[config.mk]
export PLATFORM = sky130hd
export DESIGN_NAME = gen_debug_mux_sequencer_flat
export DESIGN_NICKNAME = d
export VERILOG_FILES = /design/src/rtl/gen_debug_mux_sequencer_if.sv /design/src/rtl/gen_debug_mux_sequencer.sv /design/src/flat_wrapper.sv
export SDC_FILE = /design/constraint.sdc
export NUM_CORES = 1
export LEC_CHECK = 0
export BUFFER_PORTS_ARGS = -buffer_cell sky130_fd_sc_hd__clkbuf_2
export CORE_MARGIN = 2
export CORE_UTILIZATION = 50
export CTS_CLUSTER_DIAMETER = 80
export DETAILED_ROUTE_END_ITERATION = 10
export PLACE_DENSITY = 0.82
export SLEW_MARGIN = 20
export SYNTH_ARGS = -nofsm -noshare
export SYNTH_HDL_FRONTEND = slang
export SYNTH_SLANG_ARGS = --single-unit
[constraint.sdc]
create_clock -name clk -period 3.9 [get_ports clk]
set_input_delay 0.78 -clock clk [delete_from_list [all_inputs] [get_ports clk]]
set_output_delay 0.78 -clock clk [all_outputs]
set_load 0.05 [all_outputs]
[src/rtl/gen_debug_mux_sequencer_if.sv]
// Stream/control bundle between the debug readout logic, the multicycle
// debug data mux and gen_debug_mux_sequencer.
// Optional macro GEN_DEBUG_MUX_SEQ_CONT_EN adds the cont_mode signal.
interface gen_debug_mux_sequencer_if #(
    parameter int unsigned DATA_SEL_WIDTH     = 4,
    parameter int unsigned OUT_DATA_BUS_WIDTH = 32
);
    logic                          start;
    logic [DATA_SEL_WIDTH-1:0]     start_sel;
    logic [DATA_SEL_WIDTH-1:0]     end_sel;
    logic                          abort;
`ifdef GEN_DEBUG_MUX_SEQ_CONT_EN
    logic                          cont_mode;
`endif
    logic [DATA_SEL_WIDTH-1:0]     mux_sel;
    logic [OUT_DATA_BUS_WIDTH-1:0] mux_data;
    logic [OUT_DATA_BUS_WIDTH-1:0] dout;
    logic [DATA_SEL_WIDTH-1:0]     dout_sel;
    logic                          dout_valid;
    logic                          dout_ready;
    logic                          busy;
    logic                          done;
    logic                          err;

    modport master (
`ifdef GEN_DEBUG_MUX_SEQ_CONT_EN
        output cont_mode,
`endif
        output start, start_sel, end_sel, abort, mux_data, dout_ready,
        input  mux_sel, dout, dout_sel, dout_valid, busy, done, err
    );

    modport slave (
`ifdef GEN_DEBUG_MUX_SEQ_CONT_EN
        input  cont_mode,
`endif
        input  start, start_sel, end_sel, abort, mux_data, dout_ready,
        output mux_sel, dout, dout_sel, dout_valid, busy, done, err
    );
endinterface

[src/rtl/gen_debug_mux_sequencer.sv]
// Sweeps the debug mux selector over [start_sel, end_sel], holds each
// selector for MC_CYCLES cycles (minimum 2, the mux's register depth),
// captures the settled word and hands it out on a valid/ready stream.
// Optional macro GEN_DEBUG_MUX_SEQ_CONT_EN: cont_mode repeats the sweep
// until abort instead of finishing with done.
module gen_debug_mux_sequencer #(
    parameter int unsigned DATA_SEL_OPTIONS   = 12,
    parameter int unsigned OUT_DATA_BUS_WIDTH = 32,
    parameter int unsigned MC_CYCLES          = 3
) (
    input logic                   clk,
    input logic                   rst,
    gen_debug_mux_sequencer_if.slave bus
);
    localparam int unsigned DATA_SEL_WIDTH = $clog2(DATA_SEL_OPTIONS);
    localparam int unsigned CNT_WIDTH      = $clog2(MC_CYCLES);

    typedef enum logic [1:0] {
        IDLE,
        SETTLE,
        PRESENT
    } state_t;

    state_t                    state;
    logic [DATA_SEL_WIDTH-1:0] end_q;
    logic [CNT_WIDTH-1:0]      cnt;
    logic                      cont_q;
    logic                      start_ok;
    logic                      last_word;
    logic                      accept;

`ifdef GEN_DEBUG_MUX_SEQ_CONT_EN
    logic [DATA_SEL_WIDTH-1:0] start_q;
`else
    assign cont_q = 1'b0;
`endif

    // Request legality and handshake decode for the current cycle.
    always_comb begin
        start_ok  = (bus.start_sel <= bus.end_sel) &&
                    (32'(bus.end_sel) < DATA_SEL_OPTIONS);
        accept    = (state == PRESENT) && bus.dout_valid && bus.dout_ready;
        last_word = (bus.mux_sel == end_q);
    end

    // done must coincide with acceptance of the last word, so it is decoded
    // from the live handshake rather than registered.
    assign bus.done = accept && last_word && !cont_q && !bus.abort;

    // Sequencer FSM; mux_sel only moves on entry to SETTLE.
    always_ff @(posedge clk) begin
        if (rst) begin
            state          <= IDLE;
            end_q          <= '0;
            cnt            <= '0;
            bus.mux_sel    <= '0;
            bus.dout       <= '0;
            bus.dout_sel   <= '0;
            bus.dout_valid <= 1'b0;
            bus.busy       <= 1'b0;
            bus.err        <= 1'b0;
`ifdef GEN_DEBUG_MUX_SEQ_CONT_EN
            cont_q         <= 1'b0;
            start_q        <= '0;
`endif
        end else begin
            bus.err <= 1'b0;
            if (bus.abort) begin
                state          <= IDLE;
                bus.dout_valid <= 1'b0;
                bus.busy       <= 1'b0;
            end else begin
                case (state)
                    IDLE: begin
                        if (bus.start) begin
                            if (start_ok) begin
                                bus.mux_sel <= bus.start_sel;
                                end_q       <= bus.end_sel;
                                cnt         <= CNT_WIDTH'(MC_CYCLES - 1);
                                bus.busy    <= 1'b1;
                                state       <= SETTLE;
`ifdef GEN_DEBUG_MUX_SEQ_CONT_EN
                                cont_q      <= bus.cont_mode;
                                start_q     <= bus.start_sel;
`endif
                            end else begin
                                bus.err <= 1'b1;
                            end
                        end
                    end
                    SETTLE: begin
                        if (cnt == '0) begin
                            bus.dout       <= OUT_DATA_BUS_WIDTH'(bus.mux_data);
                            bus.dout_sel   <= bus.mux_sel;
                            bus.dout_valid <= 1'b1;
                            state          <= PRESENT;
                        end else begin
                            cnt <= cnt - 1'b1;
                        end
                    end
                    PRESENT: begin
                        if (accept) begin
                            bus.dout_valid <= 1'b0;
                            if (last_word && !cont_q) begin
                                bus.busy <= 1'b0;
                                state    <= IDLE;
                            end else begin
`ifdef GEN_DEBUG_MUX_SEQ_CONT_EN
                                bus.mux_sel <= last_word ? start_q : bus.mux_sel + 1'b1;
`else
                                bus.mux_sel <= bus.mux_sel + 1'b1;
`endif
                                cnt   <= CNT_WIDTH'(MC_CYCLES - 1);
                                state <= SETTLE;
                            end
                        end
                    end
                    default: state <= IDLE;
                endcase
            end
        end
    end
endmodule
[src/flat_wrapper.sv]
// flat-port wrapper written by rule: the top's interface ports become plain ports
module gen_debug_mux_sequencer_flat 
#(
    parameter int unsigned DATA_SEL_OPTIONS   = 12,
    parameter int unsigned OUT_DATA_BUS_WIDTH = 32,
    parameter int unsigned MC_CYCLES          = 3
)
  (clk, rst, bus_start, bus_start_sel, bus_end_sel, bus_abort, bus_mux_data, bus_dout_ready, bus_mux_sel, bus_dout, bus_dout_sel, bus_dout_valid, bus_busy, bus_done, bus_err);
  gen_debug_mux_sequencer_if #(.OUT_DATA_BUS_WIDTH(OUT_DATA_BUS_WIDTH)) bus_i ();
  input logic clk;
  input logic rst;
  input wire logic [$bits(bus_i.start)-1:0] bus_start;
  input wire logic [$bits(bus_i.start_sel)-1:0] bus_start_sel;
  input wire logic [$bits(bus_i.end_sel)-1:0] bus_end_sel;
  input wire logic [$bits(bus_i.abort)-1:0] bus_abort;
  input wire logic [$bits(bus_i.mux_data)-1:0] bus_mux_data;
  input wire logic [$bits(bus_i.dout_ready)-1:0] bus_dout_ready;
  output wire logic [$bits(bus_i.mux_sel)-1:0] bus_mux_sel;
  output wire logic [$bits(bus_i.dout)-1:0] bus_dout;
  output wire logic [$bits(bus_i.dout_sel)-1:0] bus_dout_sel;
  output wire logic [$bits(bus_i.dout_valid)-1:0] bus_dout_valid;
  output wire logic [$bits(bus_i.busy)-1:0] bus_busy;
  output wire logic [$bits(bus_i.done)-1:0] bus_done;
  output wire logic [$bits(bus_i.err)-1:0] bus_err;
  assign bus_i.start = bus_start;
  assign bus_i.start_sel = bus_start_sel;
  assign bus_i.end_sel = bus_end_sel;
  assign bus_i.abort = bus_abort;
  assign bus_i.mux_data = bus_mux_data;
  assign bus_i.dout_ready = bus_dout_ready;
  assign bus_mux_sel = bus_i.mux_sel;
  assign bus_dout = bus_i.dout;
  assign bus_dout_sel = bus_i.dout_sel;
  assign bus_dout_valid = bus_i.dout_valid;
  assign bus_busy = bus_i.busy;
  assign bus_done = bus_i.done;
  assign bus_err = bus_i.err;
  gen_debug_mux_sequencer #(.DATA_SEL_OPTIONS(DATA_SEL_OPTIONS), .OUT_DATA_BUS_WIDTH(OUT_DATA_BUS_WIDTH), .MC_CYCLES(MC_CYCLES)) u_core (.clk(clk), .rst(rst), .bus(bus_i));
endmodule
==> impl_metrics.yaml <==
timing:
  maxSlewHeadroom_pct: 34.2
  finalClockSkew_ns: 0.00442
  finalMaxSlewViolations: 0
  setup_slack_ns: 1.25
  min_period_ns: 2.65
  finalCritPeriodShare_pct: 68.0
  finalSetupViolations: 0
  fmax_ghz: 0.377
  setup_tns_ns: 0
  rsz0062_at_grt: "no"
  worstMarginPinSlew_ns: 0.987
  final_hold_viol_count: 0
clocking:
  cts_buffer_depth: 2
  cts_sinks: 51
  cts_buffers: 5
  cts_tree: "yes"
  cts_setup_buffers: 0
  h-tree-depth: 2
  cts_resized: 0
  cts-hold-fix-buffers: 0
  insertion_delay_ns: 0.30
  clkTransAtPathRegs_ns: 0.09
  cts_root_buf: "clkbuf_8"
synthesis:
  synthDominantCellAreaShare_pct: 44.9
  synthMostInstantiatedCell: "nand2_1"
  synth_fp_nets: 318
  ys.flop_type: "dfxtp_1"
  synth_edf_count: 0
  synthTopCellsByArea: "dfxtp_1, nand2_1, a21oi_1"
  synthArstFlopShare_pct: 0
  synth_area_um2: 2270
  ys_ff_latch: 51
  yosysWarnings: 0
  postSynthCellCount: 267
  syn_avg_cell_area_um2: 8.51
  yosysTopAreaCell: "dfxtp_1"
  ys_top_cells_by_count: "nand2_1, dfxtp_1, a21oi_1"
  seq_area_frac_synth_pct: 44.9
  ys_types: 43
global_routing:
  gr-usage-met2_pct: 36.2
  grt_use_met3_pct: 6.05
  grt_max_degree: 50
  top_usage_layer: "met2"
  grtUsageMet1_pct: 23.9
  grt_pass1_wl_mm: 8.36
  globalRouteOverflowTotal: 0
  grt_pass1_vias: 1917
  grtUsageTotal_pct: 20.3
  antenna_found_initial: 0
run:
  maxCapViolCount: 0
drt:
  vias_per_cell: 5.08
  wl_mm: 5.03
  first_pass_iters: 4
  ant_nets: 0
  route.vias.total: 2037
  drt_iter0_markers: 64
  post_drt_wl_per_cell_um: 12.5
  drc: 0
power_and_ir_drop:
  p_comb_share_pct: 14.5
  intPower_w: 0.000729
  p_leak_nw: 1.19
  clock_power_share_pct: 31.2
  power_density_nw_per_um2: 357
  switching_power_w: 0.000267
  swShare_pct: 26.8
  seqPwrFrac_pct: 54.3
  vdd_drop_max_mv: 0.177
floorplanning:
  die_area_um2: 5100
  rows: 24
  ios: 89
  dieWidth_um: 71.4
  core_area_um2: 4350
  die_h_um: 71.4
  start_util_pct: 52.2
placed_design:
  gp_congestion: 0.893
  hpwl_mm: 3.65
  preCtsSetupSlack_ns: 1.34
  numPortBuffers: 88
setup_path:
  crit_required_ns: 3.12
  worst-path-max-fanout: 11
  crit_path_end_kind: "output pin"
  cp-start-kind: "register"
  worstPathArrival_ns: 1.87
  crit_type: "register to output pin"
final_layout:
  final_layout_size_suffix_gt1_share_pct: 32.1
  finalNetCount: 399
  seqCellArea_um2: 1020
  area_growth_pct: 22.6
  multi_input_area_um2: 1130
  antenna_cells: 0
  fillerInstances: 386
  post-route-util_pct: 64.0
hold_path:
  hold_class: "register to register"
status:
  status: "finished clean"
flip-flops by register name, indices dropped and copies added (netlist names):
name                   count
u_core.bus.dout_sel        4
u_core.bus.dout           32
u_core.bus.err             1
u_core.end_q               4
u_core.bus.busy            1
u_core.bus.dout_valid      1
u_core.cnt                 2
u_core.bus.mux_sel         4
u_core.state               2
cell families (layout without fill, tap and decap cells):
family,Yosys count,after routing,share of synthesized area (%)
AO/OA/AOI/OAI,66,66,19.8
AND/OR/NAND/NOR,112,112,22.7
buffers and inverters,23,105,5.56
adder cells (fa/ha/maj),6,6,3.30
multiplexers,5,5,2.20
XOR/XNOR,4,4,1.54
flip-flops,51,51,44.9
worst max-delay path, stage by stage (launching register included):
cell and delay, ns:
dfxtp_1 0.56, nand2b_1 0.30, nor3_2 0.23, nor2b_1 0.19
clkbuf_2 0.30
through the flow:
stage / instances / hold slack (ns) / area (um2) / total power, W
floorplan: 267 / 0.461 / 2270 / 0.000653
global placement: 393 / 0.441 / 2690 / 0.000695
detailed placement: 393 / 0.446 / 2690 / 0.000697
CTS: 401 / 0.459 / 2790 / 0.00101
global route: 401 / 0.471 / 2790 / 0.00105
finish: 401 / 0.457 / 2790 / 0.000996
power groups by stage:
stage          sequential (W)  clock, W  combinational (W)
2_1_floorplan        0.000578         0          0.0000743
3_3_place_gp         0.000553         0           0.000141
3_5_place_dp         0.000554         0           0.000144
4_1_cts              0.000541  0.000323           0.000145
5_1_grt              0.000543  0.000348           0.000158
6_report             0.000541  0.000311           0.000145
final cells by class:
class                   instances  area share [%]
clock inverters                 1           0.314
inverters                       8            1.08
flip-flops and latches         51            36.6
clock buffers                   7            3.10
well taps                      52            2.33
repair buffers                 89            16.1
multi-input cells             193            40.5
final timing paths:
check	startpoint	end	slack (ns)	cells past startpoint
worst max-delay path	u_core.state[1]$_SDFFE_PP0P_	bus_done	1.25	4
worst min-delay path	u_core.bus.dout[2]$_SDFFE_PP0P_	u_core.bus.dout[2]$_SDFFE_PP0P_	0.46	2
worst min register to register	u_core.bus.dout[2]$_SDFFE_PP0P_	u_core.bus.dout[2]$_SDFFE_PP0P_	0.46	2
worst max register to register	u_core.state[1]$_SDFFE_PP0P_	u_core.bus.dout[26]$_SDFFE_PP0P_	2.15	5
cell usage in the layout, fill, tap and decap left out, drive strengths merged, types with 2 or more instances in the layout:
| cell type | n |
|---|---|
| clkbuf | 95 |
| nor4b | 2 |
| a22oi | 2 |
| nor3 | 3 |
| inv | 8 |
| nand2b | 5 |
| and2 | 3 |
| o21ai | 2 |
| xnor2 | 4 |
| nor2b | 2 |
| mux2i | 5 |
| ha | 6 |
| a21oi | 45 |
| nor2 | 9 |
| o31ai | 2 |
| a311oi | 3 |
| dfxtp | 51 |
| nand3 | 4 |
| nand2 | 79 |
| o21a | 2 |
| nand4 | 2 |
layer usage:
metal,vias to the layer above,part of all wire (%)
met1,891,44
met3,4,8.1
met4,0,0.81
li1,1071,-
met5,-,0
met2,71,47
Note: power is estimated with default switching activity, not from simulation.
